File: src/rtl/hazard_ctl.sv
// Hazard/forwarding controller for the rv32 5-stage pipeline: tracks a shadow
// EX/MEM/WB copy of register usage, detects load-use and branch flushes, drives forwarding.
module hazard_ctl #(
  parameter logic [31:0] NOP_INSTR = 32'h0000_0013,
  parameter int          CNT_W     = 32
) (
  input  logic             clk,
  input  logic             rst,
  input  logic [31:0]      instr_id,
  input  logic             id_valid,
  input  logic             pc_sel,
  output logic             stall_pc,
  output logic             stall_id,
  output logic             flush_id,
  output logic             flush_ex,
  output logic [1:0]       fwd_a_sel,
  output logic [1:0]       fwd_b_sel,
  output logic [31:0]      bubble_instr,
  output logic [CNT_W-1:0] stall_cnt,
  output logic [CNT_W-1:0] flush_cnt
);

  typedef struct packed {
    logic [4:0] rd;
    logic       wen;
    logic       is_load;
    logic       used1;
    logic       used2;
    logic [4:0] rs1;
    logic [4:0] rs2;
  } shadow_t;

  typedef enum logic [1:0] {RUN, LDSTALL, FLUSH} state_t;

  state_t     state_q, state_d;
  shadow_t    ex_q, mem_q, wb_q, dec;
  logic       load_use, stall;
  logic [CNT_W-1:0] stall_cnt_q, flush_cnt_q;

  always_comb begin
    dec = '0;
    if (id_valid) begin
      dec.rd  = instr_id[11:7];
      dec.rs1 = instr_id[19:15];
      dec.rs2 = instr_id[24:20];
      case (instr_id[6:0])
        7'b0110011: begin dec.used1 = 1'b1; dec.used2 = 1'b1; dec.wen = 1'b1; end
        7'b0010011: begin dec.used1 = 1'b1; dec.wen = 1'b1; end
        7'b0000011: begin dec.used1 = 1'b1; dec.wen = 1'b1; dec.is_load = 1'b1; end
        7'b1100111: begin dec.used1 = 1'b1; dec.wen = 1'b1; end
        7'b0100011,
        7'b1100011: begin dec.used1 = 1'b1; dec.used2 = 1'b1; end
        7'b1101111,
        7'b0110111,
        7'b0010111: dec.wen = 1'b1;
        default: ;
      endcase
      // x0 is never a real destination, so it must never match for hazards/forwarding
      if (dec.rd == 5'd0) dec.wen = 1'b0;
    end
  end

  assign load_use = ex_q.is_load && ex_q.wen &&
                    ((dec.used1 && dec.rs1 == ex_q.rd) || (dec.used2 && dec.rs2 == ex_q.rd));

  // Controls are gated by reset so everything reads 0 while it is held.
  always_comb begin
    state_d  = RUN;
    stall    = 1'b0;
    flush_id = 1'b0;
    flush_ex = 1'b0;
    if (rst) begin
      if (pc_sel) begin
        flush_id = 1'b1;
        flush_ex = 1'b1;
        state_d  = FLUSH;
      end else if (load_use && state_q != LDSTALL) begin
        stall   = 1'b1;
        state_d = LDSTALL;
      end
    end
  end

  assign stall_pc = stall;
  assign stall_id = stall;

  always_ff @(posedge clk or negedge rst) begin
    if (!rst) begin
      state_q     <= RUN;
      ex_q        <= '0;
      mem_q       <= '0;
      wb_q        <= '0;
      stall_cnt_q <= '0;
      flush_cnt_q <= '0;
    end else begin
      state_q     <= state_d;
      ex_q        <= (stall || flush_ex) ? '0 : dec;
      mem_q       <= ex_q;
      wb_q        <= mem_q;
      stall_cnt_q <= stall_cnt_q + {{(CNT_W-1){1'b0}}, stall};
      flush_cnt_q <= flush_cnt_q + {{(CNT_W-1){1'b0}}, flush_ex};
    end
  end

  // MEM outranks WB: it holds the younger write to the same register.
  always_comb begin
    fwd_a_sel = 2'b00;
    fwd_b_sel = 2'b00;
    if (ex_q.used1) begin
      if (mem_q.wen && mem_q.rd == ex_q.rs1)     fwd_a_sel = 2'b01;
      else if (wb_q.wen && wb_q.rd == ex_q.rs1)  fwd_a_sel = 2'b10;
    end
    if (ex_q.used2) begin
      if (mem_q.wen && mem_q.rd == ex_q.rs2)     fwd_b_sel = 2'b01;
      else if (wb_q.wen && wb_q.rd == ex_q.rs2)  fwd_b_sel = 2'b10;
    end
  end

  assign bubble_instr = NOP_INSTR;
  assign stall_cnt    = stall_cnt_q;
  assign flush_cnt    = flush_cnt_q;

  logic unused_ok;
  assign unused_ok = ^{instr_id[31:25], instr_id[14:12], mem_q.is_load, mem_q.used1, mem_q.used2,
                       mem_q.rs1, mem_q.rs2, wb_q.is_load, wb_q.used1, wb_q.used2, wb_q.rs1, wb_q.rs2};

endmodule

File: config.mk
export PLATFORM = sky130hd
export DESIGN_NAME = hazard_ctl
export DESIGN_NICKNAME = d
export VERILOG_FILES = /design/src/rtl/hazard_ctl.sv
export SDC_FILE = /design/constraint.sdc
export NUM_CORES = 1
export LEC_CHECK = 0
export ABC_AREA = 0
export BUFFER_PORTS_ARGS = -buffer_cell sky130_fd_sc_hd__buf_2
export CORE_ASPECT_RATIO = 0.9
export CORE_UTILIZATION = 40
export DETAILED_ROUTE_END_ITERATION = 8
export HOLD_SLACK_MARGIN = 0.06
export SYNTH_ARGS = -nofsm -noshare
export SYNTH_HDL_FRONTEND = slang
export SYNTH_SLANG_ARGS = --single-unit
File: constraint.sdc
create_clock -name clk -period 5.3 [get_ports clk]
set_input_delay 0.795 -clock clk [delete_from_list [all_inputs] [get_ports clk]]
set_output_delay 0.795 -clock clk [all_outputs]
set_load 0.005 [all_outputs]
==> run_results.csv, run 1 <==
group,metric,value,unit
yosys,yosys-mux-area-fraction,0,%
worst_setup_path,timing.reg2reg.worst_path_depth,11,
final_layout,n_fill_cell,1109,
cts,post_cts_resized,0,
worst_setup_path,worst_path_largest_cell_delay,0.51,ns
final_layout,leading_cell_type_in_the_layout_fill_and_taps_excluded,"dfrtp_1",
sta,finalSetupViolations,0,
yosys,synthSimpleGateAreaFrac,21.77,%
pwr,fin_total_pwr,1.573,mW
cts,post_cts_hold_buffer_count,0,
cts,cts_htree_levels,3,
detailed_routing,num_vias,3351,
final_layout,num_antenna_cells,0,
detailed_routing,antenna_violating_nets_post_route,0,
outcome,run_status,"finished clean",
sta,final_period_minus_worst_setup_slack,3.541,ns
hold_path,min_path_cells,0,
worst_setup_path,classification_of_the_worst_setup_path,"in2reg",
die,floorplan.io_pins,140,
final_layout,fin_nets,585,
placement,io_buffer_count,97,
die,rows,37,
worst_setup_path,crit_top_cell,"ha_1",
sta,rsz0062_at_grt,"no",
global_route,groute.usage.overall,16.27,%
pwr,power.density,284.4,nW/um2
detailed_routing,post-route-drc-count,0,
sta,max_freq,282.4,MHz
worst_setup_path,cp-end-kind,"flop",
die,fp.dieW,116.5,um
sta,setup_tns,0,ns
global_route,maximum_number_of_pins_on_one_net_before_global_route_repair,58,
detailed_routing,firstDrtPassIters,4,
die,floorplan_core_area,11480,um2
sta,final_max_slew_viol_count,0,
pwr,vdd_ir_drop_max,0.1651,mV
cts,ctsRootBufferMaster,"clkbuf_16",
cts,cts.path.max_buffers,2,
detailed_routing,viasPerCell,4.746,
pwr,leakage,2.840,nW
yosys,synthXorXnorAreaFrac,15.96,%
worst_setup_path,worstPathArrival,3.80,ns
yosys,syn_inst,446,
placement,dp_cells,690,
global_route,grt_antenna_before_repair,0,
final_layout,stdcell_count,706,
cts,cts_setup_buffers,0,
sta,layout_worst_path_cycle_share,66.81,%
global_route,global_route.overflow_total,0,
worst_setup_path,crit_path_start_kind,"primary input",
yosys,synth.area.top_cells,"dfrtp_1, xnor2_1, buf_4",
yosys,yosysSeqAreaShare,51.45,%
cts,clk_latency,0.33,ns
final_layout,areaGrowthSynthToFinish,17.21,%
sta,worst-slew-pin-transition,0.6868,ns
cts,clkSinkCount,97,
flow_run,drv.max_cap_violation_count,0,
die,dieArea,12230,um2
yosys,synth_fa_ha_area_share,1.061,%
die,floorplan.initialDensity,41.10,%
hold_path,min-delay-path-class,"reg2reg",
worst_setup_path,crit_path_max_fanout,43,
yosys,synth_warnings,0,
sta,timing.clock.skew,0.004974,ns
final_layout,final_cell_mix,"dfrtp_1, buf_2, xnor2_1",
yosys,ys_ff_latch,97,
worst_setup_path,critical_path_stages,10,
global_route,grt_first_pass_wirelength,15470,um
placement,place.detailed.hpwl,6804,um
yosys,synth_top_area_share,51.45,%
yosys,syn-cell-area,4718,um2
yosys,synthDistinctLibCells,39,
worst_setup_path,crit_chain,"buf_4 -> nand2_1 -> inv_1 -> ha_1 -> ha_1 -> nand4_1 -> nor3_4 -> nand4_2 -> nor3_1 -> xor2_1",
worst_setup_path,critPathRequiredTime,5.56,ns
worst_setup_path,critical-path-top-delay-family,"simple AND/OR/NAND/NOR gates",
die,die-height,105.0,um
worst_setup_path,worst-path-buf-inv,2,
detailed_routing,drt_iter0_markers,144,
final_layout,post_route_cells_drive_above_1_share,23.45,%
yosys,syn_avg_cell_area,10.58,um2
sta,slew_headroom,54.21,%
detailed_routing,routed_wire_length_per_instance,13.07,um
placement,place_congestion,0.8188,
global_route,grt_pass1_vias,3201,
cts,cts_tree,"built",
yosys,synth_top_family_by_area,"simple AND/OR/NAND/NOR gates",
sta,finalHoldViolations,0,
yosys,cell_type_with_the_highest_aggregate_area_in_the_netlist,"dfrtp_1",
detailed_routing,drt_wirelength,9230,um
cts,clk_pin_slew,0.07,ns
worst_setup_path,critical-path-slowest-cell,"nand2_1",
cts,numCtsBuffers,9,
yosys,synth_compound_area_share,2.387,%
[worst reg2reg max path, cell delays in order, from the launching register on]
cell	delay, ns
dfrtp_1	0.48
nor4bb_1	0.32
a2bb2oi_1	0.10
a32o_1	0.22
o32ai_2	0.16
ha_1	0.25
ha_1	0.24
inv_1	0.10
nor4_2	0.51
nand2_1	0.16
nor2_1	0.15
xnor2_1	0.12
[cell usage after synthesis]
library cell / count
xnor2_1: 55
a32o_1: 1
nand2_1: 33
ha_1: 4
nor3_2: 2
a2bb2oi_1: 1
nor4_2: 2
and3_1: 12
nor4bb_1: 2
nand3_1: 42
and3_2: 1
buf_2: 2
nor3_1: 9
nand4b_1: 4
o31ai_1: 1
nor3_4: 1
inv_1: 12
nor4b_4: 1
o32ai_1: 1
dfrtp_1: 97
o22ai_1: 2
nand2b_1: 1
xor2_1: 31
a21oi_1: 5
and4_1: 1
and2_2: 1
nor4_1: 4
o21ai_0: 5
conb_1: 2
clkbuf_1: 2
or2_2: 2
nor2_1: 44
buf_4: 37
nand4_2: 2
nand4_4: 2
nand3b_1: 1
nand4_1: 17
and2_1: 3
a2111oi_2: 1
[final cells by class]
cell class | instances | area [um2] | area share (%)
Clock buffer | 11 | 232.7 | 4.208
Clock inverter | 5 | 56.30 | 1.018
Inverter | 12 | 45.04 | 0.8145
Multi-Input combinational cell | 326 | 2071 | 37.44
Sequential cell | 97 | 2427 | 43.89
Tap cell | 156 | 195.2 | 3.529
Timing Repair Buffer | 99 | 503.0 | 9.095
[per-stage QoR]
| stage | cell area (um2) | hold slack [ns] | utilization, % | worst slack [ns] |
|---|---|---|---|---|
| 6_report | 5530 | 0.3755 | 48.17 | 1.759 |
| 5_1_grt | 5530 | 0.3920 | 48.17 | 1.318 |
| 4_1_cts | 5530 | 0.3766 | 48.17 | 1.646 |
| 3_5_place_dp | 5241 | 0.3622 | 45.65 | 1.298 |
| 3_3_place_gp | 5241 | 0.3602 | 45.65 | 1.419 |
| 2_1_floorplan | 4831 | 0.3539 | - | 2.093 |
[per-layer routing]
layer,up-vias,routed length (um),GRT usage (%)
met4,0,189,5.495
met3,17,427,4.408
li1,1636,-,-
met5,-,0,0
met1,1616,4319,21.47
met2,82,4294,25.57
[final timing paths]
| check | startpoint | endpoint | slack, ns |
|---|---|---|---|
| worst min-delay path | ex_q[13] | mem_q[13] | 0.38 |
| worst max register to register | ex_q[17] | stall_cnt[24] | 2.42 |
| min in group asynchronous | rst | ex_q[13] | 0.45 |
| worst min register to register | ex_q[13] | mem_q[13] | 0.38 |
| max in group asynchronous | rst | ex_q[1] | 3.76 |
| worst max-delay path | rst | flush_cnt[30] | 1.76 |
[logic make-up (layout without fill, tap and decap cells)]
logic type      after synthesis  count (layout)
compound gates               17              17
xor+xnor                     86              86
fa+ha+maj                     4               4
buf+inv                      53             127
flops                        97              97
other cells                   2              32
simple gates                187             187
[state kept, by name (all words and copies together), names as in the netlist]
register,cells
ex_q,19
flush_cnt,32
stall_cnt,32
mem_q,6
wb_q,6
state_q,2
[power by group]
group          internal, mW  leakage, nW  total, mW  switching, mW
Sequential            0.772         1.30      0.813         0.0408
Combinational        0.0574         1.40      0.129         0.0711
Clock                 0.365        0.139      0.631          0.266
Total                  1.20         2.84       1.57          0.378
(Power assumes the default switching activity.)
==> run 2, diff against run 1 <==
Clock period 5.3 ns to 3.6 ns, I/O delays scaled along.
==> run_results.csv, run 2 (synthesized netlist as in run 1, its figures left out) <==
group,metric,value,unit
die,floorplan.io_pins,140,
placement,place_congestion,0.8083,
sta,rsz0062_at_grt,"no",
cts,clkSinkCount,97,
placement,place.detailed.hpwl,6840,um
cts,clk_pin_slew,0.06,ns
die,floorplan.initialDensity,41.10,%
worst_setup_path,crit_path_max_fanout,9,
worst_setup_path,worstPathArrival,3.20,ns
pwr,vdd_ir_drop_max,0.2967,mV
final_layout,num_antenna_cells,0,
global_route,maximum_number_of_pins_on_one_net_before_global_route_repair,80,
pwr,internal_power,1.828,mW
global_route,grt_antenna_before_repair,0,
hold_path,min-delay-path-class,"in2async",
pwr,seq_power_share,50.1,%
detailed_routing,drt_wirelength,9317,um
die,die-height,105.0,um
placement,io_buffer_count,97,
final_layout,areaGrowthSynthToFinish,18.17,%
cts,post_cts_hold_buffer_count,0,
worst_setup_path,worst_path_largest_cell_delay,0.54,ns
flow_run,drv.max_cap_violation_count,0,
sta,layout_worst_path_cycle_share,81.25,%
sta,final_max_slew_viol_count,0,
detailed_routing,num_vias,3376,
sta,setup_tns,0,ns
cts,numCtsBuffers,9,
cts,cts_tree,"built",
detailed_routing,antenna_violating_nets_post_route,0,
die,floorplan_core_area,11480,um2
worst_setup_path,cp-end-kind,"flop",
pwr,power.density,428.6,nW/um2
pwr,leakage,2.867,nW
worst_setup_path,critical-path-slowest-cell,"a2111oi_2",
worst_setup_path,crit_path_start_kind,"primary input",
pwr,pwr-share-clk,42.0,%
die,rows,37,
sta,slew_headroom,35.72,%
worst_setup_path,classification_of_the_worst_setup_path,"in2reg",
pwr,total_switching_power,0.5618,mW
sta,final_period_minus_worst_setup_slack,2.925,ns
die,dieArea,12230,um2
placement,place_area,5264,um2
final_layout,leading_cell_type_in_the_layout_fill_and_taps_excluded,"dfrtp_1",
worst_setup_path,crit_top_cell,"ha_1",
pwr,power.share.switching,23.51,%
cts,ctsRootBufferMaster,"clkbuf_16",
worst_setup_path,crit_chain,"buf_2 -> nand4b_1 -> a2111oi_2 -> nand3_1 -> o32ai_2 -> ha_1 -> ha_1 -> inv_1 -> nor4_2 -> nand2_1 -> nor2_1 -> xnor2_1",
detailed_routing,drt_iter0_markers,128,
detailed_routing,routed_wire_length_per_instance,13.14,um
detailed_routing,viasPerCell,4.762,
sta,finalHoldViolations,0,
outcome,run_status,"finished clean",
cts,cts_htree_levels,3,
sta,max_freq,341.9,MHz
pwr,combPwrFrac,7.9,%
detailed_routing,post-route-drc-count,0,
final_layout,post-route-cell-area,5575,um2
sta,finalSetupViolations,0,
die,fp.dieW,116.5,um
worst_setup_path,critPathRequiredTime,3.87,ns
cts,clk_latency,0.35,ns
cts,post_cts_resized,0,
global_route,grt_pass1_vias,3311,
final_layout,post_route_cells_drive_above_1_share,24.05,%
final_layout,final_cell_mix,"dfrtp_1, buf_2, xnor2_1",
sta,worst-slew-pin-transition,0.9642,ns
detailed_routing,firstDrtPassIters,4,
global_route,groute.usage.overall,16.82,%
pwr,fin_total_pwr,2.390,mW
final_layout,fin_nets,588,
cts,cts_setup_buffers,0,
global_route,global_route.overflow_total,0,
sta,timing.clock.skew,0.005799,ns
global_route,grt_first_pass_wirelength,15930,um
cts,cts.path.max_buffers,2,
==> run 2: final timing paths <==
| kind | start | to | slack [ns] | cells after the start |
|---|---|---|---|---|
| max | id_valid | stall_cnt[24] | 0.67 | 12 |
| min | rst | flush_cnt[4] | 0.07 | 1 |
| max reg2reg | ex_q[17] | stall_cnt[24] | 0.77 | 11 |
| min reg2reg | ex_q[13] | mem_q[13] | 0.38 | 0 |
| max in group asynchronous | rst | flush_cnt[23] | 2.30 | 2 |
| min in group clk | ex_q[13] | mem_q[13] | 0.38 | 0 |
==> run 2: stage by stage <==
stage	setup WS, ns	std cells	utilization, %	hold slack (ns)
2_1_floorplan	0.6478	476	-	0.2444
3_3_place_gp	0.3440	693	45.85	0.3616
6_report	0.6748	709	48.56	0.06762
4_1_cts	0.6630	709	48.56	0.06082
5_1_grt	0.3881	709	48.56	0.06678
3_5_place_dp	0.3021	693	45.85	0.3648
==> run 2: final cells by class <==
cell class / instances / area, um2
Inverter: 12 / 45.04
Fill cell: 1136 / 5906
Multi-Input combinational cell: 326 / 2071
Clock buffer: 10 / 229.0
Sequential cell: 97 / 2427
Tap cell: 156 / 195.2
Clock inverter: 6 / 82.58
Timing Repair Buffer: 102 / 525.5
==> run 2: power by group through the flow <==
stage	registers (mW)	logic, mW	clock network, mW
3_5_place_dp	1.22	0.193	0
5_1_grt	1.21	0.218	1.08
6_report	1.20	0.189	1.00
4_1_cts	1.20	0.193	1.04
3_3_place_gp	1.21	0.189	0
2_1_floorplan	1.21	0.120	0
==> run 2: per-layer routing <==
| metal | wire length [um] | track usage, % | vias up |
|---|---|---|---|
| met5 | 0 | 0 | - |
| li1 | - | - | 1645 |
| met2 | 4364 | 25.19 | 89 |
| met1 | 4227 | 22.28 | 1633 |
| met3 | 580 | 6.206 | 9 |
| met4 | 145 | 5.586 | 0 |
==> run 2: critical path, delay by kind of cell <==
| kind | cells | cell delay, ns |
|---|---|---|
| adders and majority gates | 2 | 0.47 |
| AOI/OAI and AO/OA | 2 | 0.69 |
| and+or+nand+nor | 5 | 1.11 |
| buffers and inverters | 2 | 0.25 |
| xor gates and xnor gates | 1 | 0.13 |
